### src/rtl/wrong_time_counter_pkg.sv
// wrong_time_counter_pkg
//   Shared definitions for the wrong_time_counter slice: judge FSM state
//   encodings, tick counter width and button count.
package wrong_time_counter_pkg;

  // Width of the window/cooldown tick counter (covers 1..4095 ticks).
  localparam int TICK_W = 12;

  // Number of player buttons.
  localparam int BTN_W = 4;

  // Judge FSM states, 3-bit encoded.
  typedef enum logic [2:0] {
    ST_IDLE     = 3'd0,
    ST_WAIT_TGT = 3'd1,
    ST_WINDOW   = 3'd2,
    ST_COOL     = 3'd3,
    ST_OVER     = 3'd4
  } state_t;

endpackage

### src/rtl/wrong_time_counter_btn_sync_edge.sv
// btn_sync_edge
//   Brings the raw asynchronous buttons into the clk domain with a 2-flop
//   synchronizer per bit, then emits a registered one-cycle pulse on each
//   rising edge. A pin change is seen by the consumer on the third clk edge.
// Ports
//   clk    in  1      system clock
//   rst_n  in  1      asynchronous active-low reset
//   btn    in  BTN_W  raw active-high buttons, asynchronous to clk
//   rise   out BTN_W  one-cycle rising-edge pulses, registered
module btn_sync_edge
  import wrong_time_counter_pkg::*;
(
  input  logic             clk,
  input  logic             rst_n,
  input  logic [BTN_W-1:0] btn,
  output logic [BTN_W-1:0] rise
);

  logic [BTN_W-1:0] sync1;
  logic [BTN_W-1:0] sync2;
  logic [BTN_W-1:0] sync3;

  // NOTE: every flop here, synchronizer stages included, is written with
  // non-blocking assignments so each stage samples the previous stage's old
  // value; blocking writes would collapse the chain into a single flop.
  always_ff @(posedge clk or negedge rst_n) begin
    if (!rst_n) begin
      sync1 <= '0;
      sync2 <= '0;
      sync3 <= '0;
      rise  <= '0;
    end else begin
      sync1 <= btn;
      sync2 <= sync1;
      sync3 <= sync2;
      rise  <= sync2 & ~sync3;
    end
  end

endmodule

### src/rtl/wrong_time_counter.sv
// wrong_time_counter
//   Judges each target round of the reaction game and keeps the 3-bit miss
//   count that drives the fail LED display. A correct button edge inside the
//   reaction window is a hit; a wrong button or a window timeout is a miss.
//   Reaching MAX_WRONG misses ends the game until the next new_game.
// Parameters
//   WINDOW_TICKS  reaction window length in tick pulses (1..4095)
//   COOL_TICKS    dead time after each judgement in tick pulses (1..4095)
//   MAX_WRONG     miss count that ends the game (1..7)
// Ports
//   clk           in  1  system clock
//   rst_n         in  1  asynchronous active-low reset
//   tick          in  1  one-cycle timebase enable
//   new_game      in  1  clear count and start judging (priority in all states)
//   target_valid  in  1  new target shown; opens the window from WAIT_TGT
//   target_id     in  2  index of the correct button, sampled with target_valid
//   btn           in  4  raw active-high buttons, asynchronous to clk
//   wrong_time    out 3  miss count, saturates at MAX_WRONG
//   game_over     out 1  high from the MAX_WRONG-th miss until new_game/reset
//   hit_pulse     out 1  one-cycle pulse per judged hit
//   miss_pulse    out 1  one-cycle pulse per judged miss
module wrong_time_counter
  import wrong_time_counter_pkg::*;
#(
  parameter int WINDOW_TICKS = 500,
  parameter int COOL_TICKS   = 100,
  parameter int MAX_WRONG    = 3
) (
  input  logic       clk,
  input  logic       rst_n,
  input  logic       tick,
  input  logic       new_game,
  input  logic       target_valid,
  input  logic [1:0] target_id,
  input  logic [3:0] btn,
  output logic [2:0] wrong_time,
  output logic       game_over,
  output logic       hit_pulse,
  output logic       miss_pulse
);

  localparam logic [TICK_W-1:0] WIN_LAST  = TICK_W'(WINDOW_TICKS - 1);
  localparam logic [TICK_W-1:0] COOL_LAST = TICK_W'(COOL_TICKS - 1);
  localparam logic [2:0]        MAX_W     = 3'(MAX_WRONG);

  logic [BTN_W-1:0]  rise;
  state_t            state;
  logic [TICK_W-1:0] cnt;
  logic [1:0]        tgt;

  btn_sync_edge u_btn_sync_edge (
    .clk   (clk),
    .rst_n (rst_n),
    .btn   (btn),
    .rise  (rise)
  );

  // Judgement terms for the WINDOW state.
  logic [BTN_W-1:0] tgt_mask;
  logic             any_edge;
  logic             wrong_edge;
  logic             timeout;
  logic [2:0]       wt_next;

  assign tgt_mask   = 4'b0001 << tgt;
  assign any_edge   = |rise;
  // Any non-target bit makes the edge a miss, even alongside the target bit.
  assign wrong_edge = |(rise & ~tgt_mask);
  // The tick that would bring the counter to WINDOW_TICKS is the timeout.
  assign timeout    = tick && (cnt == WIN_LAST);
  assign wt_next    = (wrong_time == MAX_W) ? wrong_time : wrong_time + 3'd1;

  always_ff @(posedge clk or negedge rst_n) begin
    if (!rst_n) begin
      state      <= ST_IDLE;
      cnt        <= '0;
      tgt        <= '0;
      wrong_time <= '0;
      game_over  <= 1'b0;
      hit_pulse  <= 1'b0;
      miss_pulse <= 1'b0;
    end else begin
      hit_pulse  <= 1'b0;
      miss_pulse <= 1'b0;
      if (new_game) begin
        // Abandons any round in flight silently: no pulse for it.
        state      <= ST_WAIT_TGT;
        cnt        <= '0;
        wrong_time <= '0;
        game_over  <= 1'b0;
      end else begin
        case (state)
          ST_IDLE: ;
          ST_WAIT_TGT: begin
            if (target_valid) begin
              tgt   <= target_id;
              cnt   <= '0;
              state <= ST_WINDOW;
            end
          end
          ST_WINDOW: begin
            // An edge outranks a timeout landing in the same cycle.
            if (any_edge || timeout) begin
              cnt <= '0;
              if (any_edge && !wrong_edge) begin
                hit_pulse <= 1'b1;
                state     <= ST_COOL;
              end else begin
                miss_pulse <= 1'b1;
                wrong_time <= wt_next;
                if (wt_next == MAX_W) begin
                  game_over <= 1'b1;
                  state     <= ST_OVER;
                end else begin
                  state <= ST_COOL;
                end
              end
            end else if (tick) begin
              cnt <= cnt + 1'b1;
            end
          end
          ST_COOL: begin
            if (tick) begin
              if (cnt == COOL_LAST) begin
                cnt   <= '0;
                state <= ST_WAIT_TGT;
              end else begin
                cnt <= cnt + 1'b1;
              end
            end
          end
          ST_OVER: ;
          default: state <= ST_IDLE;
        endcase
      end
    end
  end

endmodule

### config.mk
export PLATFORM = sky130hd
export DESIGN_NAME = wrong_time_counter
export DESIGN_NICKNAME = d
export VERILOG_FILES = /design/src/rtl/wrong_time_counter_pkg.sv /design/src/rtl/wrong_time_counter_btn_sync_edge.sv /design/src/rtl/wrong_time_counter.sv
export SDC_FILE = /design/constraint.sdc
export NUM_CORES = 1
export LEC_CHECK = 0
export BUFFER_PORTS_ARGS = -buffer_cell sky130_fd_sc_hd__buf_2
export CAP_MARGIN = 20
export CORE_MARGIN = 2
export CORE_UTILIZATION = 55
export CTS_BUF_LIST = sky130_fd_sc_hd__clkbuf_16
export DETAILED_ROUTE_END_ITERATION = 8
export HOLD_SLACK_MARGIN = 0.08
export PLACE_DENSITY = 0.75
export SLEW_MARGIN = 25
export SYNTH_ARGS = -nofsm -noshare
export SYNTH_HDL_FRONTEND = slang
export SYNTH_SLANG_ARGS = --single-unit
### constraint.sdc
create_clock -name clk -period 5 [get_ports clk]
set_input_delay 0 -clock clk [delete_from_list [all_inputs] [get_ports clk]]
set_output_delay 0 -clock clk [all_outputs]
set_load 0.1 [all_outputs]
==> impl_metrics.yaml <==
status:
  status: "finished, final reports clean"
detailed_routing:
  vias: 1405
  final_antenna_net_count: 0
  avgViaCountPerCell: 5.85
  drtIter0Drc: 166
  wire_per_inst_um: 14.7
  drtPass1Iterations: 4
  drc_errors: 0
  routed_wl_mm: 3.53
setup_path:
  reg2regPathDepth: 5
  slowest_delay_ps: 560
  r2r_end: "wrong_time[0]$_DFFE_PN0P_"
  critPathSlowestCell: "or4_4"
  ff2ff_setup_slack_ps: 2700
  path_class: "reg -> reg"
  crit_required_ps: 5160
  regToRegStartpoint: "cnt[3]$_DFFE_PN0P_"
  cp-startpoint: "cnt[3]$_DFFE_PN0P_"
  cp_max_fo: 6
  cp-start-kind: "flip-flop"
  endpoint: "wrong_time[0]$_DFFE_PN0P_"
  end_kind: "flip-flop"
  cp_data_arrival_time_ps: 2460
  crit_chain: "or4_4 -> nor3_4 -> a21oi_2 -> nor4_1 -> mux2_2"
logic_synthesis:
  ys_ff_latch: 39
  syn-cell-area_mm2: 0.00181
  yosys.area_share.adder_pct: 1.38
  synthArstFlopShare_pct: 100
  synth_cell_types: 45
  synth_top_family_by_area: "simple AND/OR/NAND/NOR gates"
  synth_top_area_share_pct: 53.9
  synth_edf_count: 0
  syn_area_per_cell_um2: 10.6
  synthTopCellsByArea: "dfrtp_1, nor2_1, nor2b_1"
  syn_nets: 183
  synth-xor-area-share_pct: 0
  yosys_warnings: 0
  synthMuxAreaShare_pct: 3.04
  synth-main-ff-cell: "dfrtp_1"
  netlist_instances: 170
  yosys.area_share.simple_pct: 26.0
  yosysTopAreaCell: "dfrtp_1"
  synth_seq_area_share_pct: 53.9
  synth_compound_area_share_pct: 13.0
cells_and_area:
  antennaDiodeCount: 0
  drive_above_1_share_pct: 18.9
  fillerInstances: 250
  seq_area_um2: 976
  layout.cells.most_common_list: "dfrtp_1, nor2_1, buf_2"
  mostFrequentLayoutCell: "dfrtp_1"
  multiInputGateArea_um2: 786
  finish.utilization_pct: 68.8
  syn2layout_area_growth_pct: 17.9
  final_nets: 208
  final_area_mm2: 0.00213
sta:
  report.final.slew_viol_count: 0
  hold_viol_final: 0
  finalCritPeriodShare_pct: 46.1
  worst_slew_margin_rel_pct: 44.9
  finalSetupViolations: 0
  final.min_clock_period_ps: 2300
  tns_ps: 0
  fin_skew_ps: 5.93
  rsz0062_at_grt: "false"
  fin_hold_ws_ps: 281
  max_clock_freq_mhz: 434
  tightest_slew_ps: 826
job:
  drv_cap: 0
grt:
  antenna_found_initial: 0
  grt_use_met2_pct: 36.5
  gr-usage-all-layers_pct: 22.7
  grt_pass1_vias: 1365
  grt_max_degree: 40
  grt-busiest-layer: "met2"
  grt_pass1_wl_mm: 6.09
  gr-usage-met1_pct: 28.1
  grtUsageMet3_pct: 7.35
  grt-ovfl-total: 0
floorplan:
  ios: 17
  rows: 20
  fp.dieH_um: 61.4
  die_w_um: 61.4
  core-area_mm2: 0.00310
  initial_core_util_pct: 58.3
  die-area_mm2: 0.00376
clock_network:
  cts_made_buffers: 5
  cts_tree: "yes"
  ctsHoldBuffers: 8
  cts_resized: 0
  clk_pin_slew_ps: 60
  clkLatencyLatePin_ps: 280
  max-clock-path-buffers: 2
  htreeDepth: 2
  cts.sinks: 39
  cts_root_buffer: "clkbuf_16"
  cts_setup_buffers: 0
min_path:
  hp-class: "in -> reg"
placed_design:
  gp_congestion: 0.885
  dp_hpwl_mm: 2.42
  postPlaceCellArea_mm2: 0.00191
  portBuffers: 16
pwr:
  power_density_mw_per_mm2: 369
  p_leak_nw: 0.986
  peakVddDrop_v: 0.000253
[per-stage QoR]
stage / worst slack [ps] / power (mW) / cells
4_1_cts: 2700 / 0.794 / 240
3_5_place_dp: 2710 / 0.490 / 224
3_3_place_gp: 2700 / 0.484 / 224
5_1_grt: 2580 / 0.832 / 240
6_report: 2700 / 0.787 / 240
2_1_floorplan: 2900 / 0.458 / 170
[cell usage after synthesis, types with 2 or more instances]
cell,n
o211ai_1,2
o21ai_0,9
nand2_1,14
ha_1,2
mux2_2,4
a22o_1,3
buf_2,2
and3_1,3
nor4_1,2
nor2_1,17
a21oi_1,2
inv_1,4
clkbuf_1,3
nand3_1,9
nor2b_1,10
nand2b_1,3
o31ai_1,4
nor3_1,7
a21o_1,3
dfrtp_1,39
or4_4,3
nand4_1,2
[power breakdown]
part	switching, mW	internal [mW]
sequential	0.0293	0.339
clock	0.114	0.181
combinational	0.0734	0.0499
total	0.217	0.570
[cells by family (layout without fill, tap and decap cells)]
group | after synthesis | count (layout)
flops | 39 | 39
buf+inv | 10 | 36
simple gates | 82 | 82
fa+ha+maj | 2 | 2
mux | 5 | 5
compound gates | 32 | 32
[state kept, by name, summed over array words and instances (netlist names)]
signal                 count
u_btn_sync_edge.sync3      4
hit_pulse                  1
cnt                       12
state                      3
wrong_time                 3
u_btn_sync_edge.rise       4
u_btn_sync_edge.sync2      4
tgt                        2
miss_pulse                 1
game_over                  1
u_btn_sync_edge.sync1      4
[area by class of cell]
| cell class | instances | share of cell area [%] |
|---|---|---|
| clock inverter | 3 | 0.762 |
| inverter | 4 | 0.704 |
| timing repair buffer | 24 | 7.51 |
| sequential | 39 | 45.7 |
| clock buffer | 5 | 5.87 |
| multi-input combinational | 121 | 36.8 |
| tap | 44 | 2.58 |
[worst max-delay path, delay by kind of cell, from the launching register on]
family / cells / cell delay, ps
multiplexers: 1 / 390
flip-flops: 1 / 450
AND/OR/NAND/NOR: 3 / 1260
AO/OA/AOI/OAI: 1 / 100
[worst min path at each step]
stage / cells after the start / to / start / slack, ps
global route: 4 / state[1]$_DFFE_PN0P_ / target_valid / 300
floorplan: 0 / cnt[0]$_DFFE_PN0P_ / rst_n / -300
global placement: 1 / u_btn_sync_edge.sync1[3]$_DFF_PN0_ / btn[3] / 110
detailed placement: 1 / u_btn_sync_edge.sync1[0]$_DFF_PN0_ / btn[0] / 110
finish: 4 / state[1]$_DFFE_PN0P_ / target_valid / 280
CTS: 5 / state[0]$_DFFE_PN0P_ / target_valid / 270
[layer usage]
layer | share of wire (%) | routed length, µm
met5 | 0 | 0
met4 | 2.9 | 101
met3 | 3.6 | 126
met2 | 49 | 1730
met1 | 45 | 1570
(Power assumes the default switching activity.)
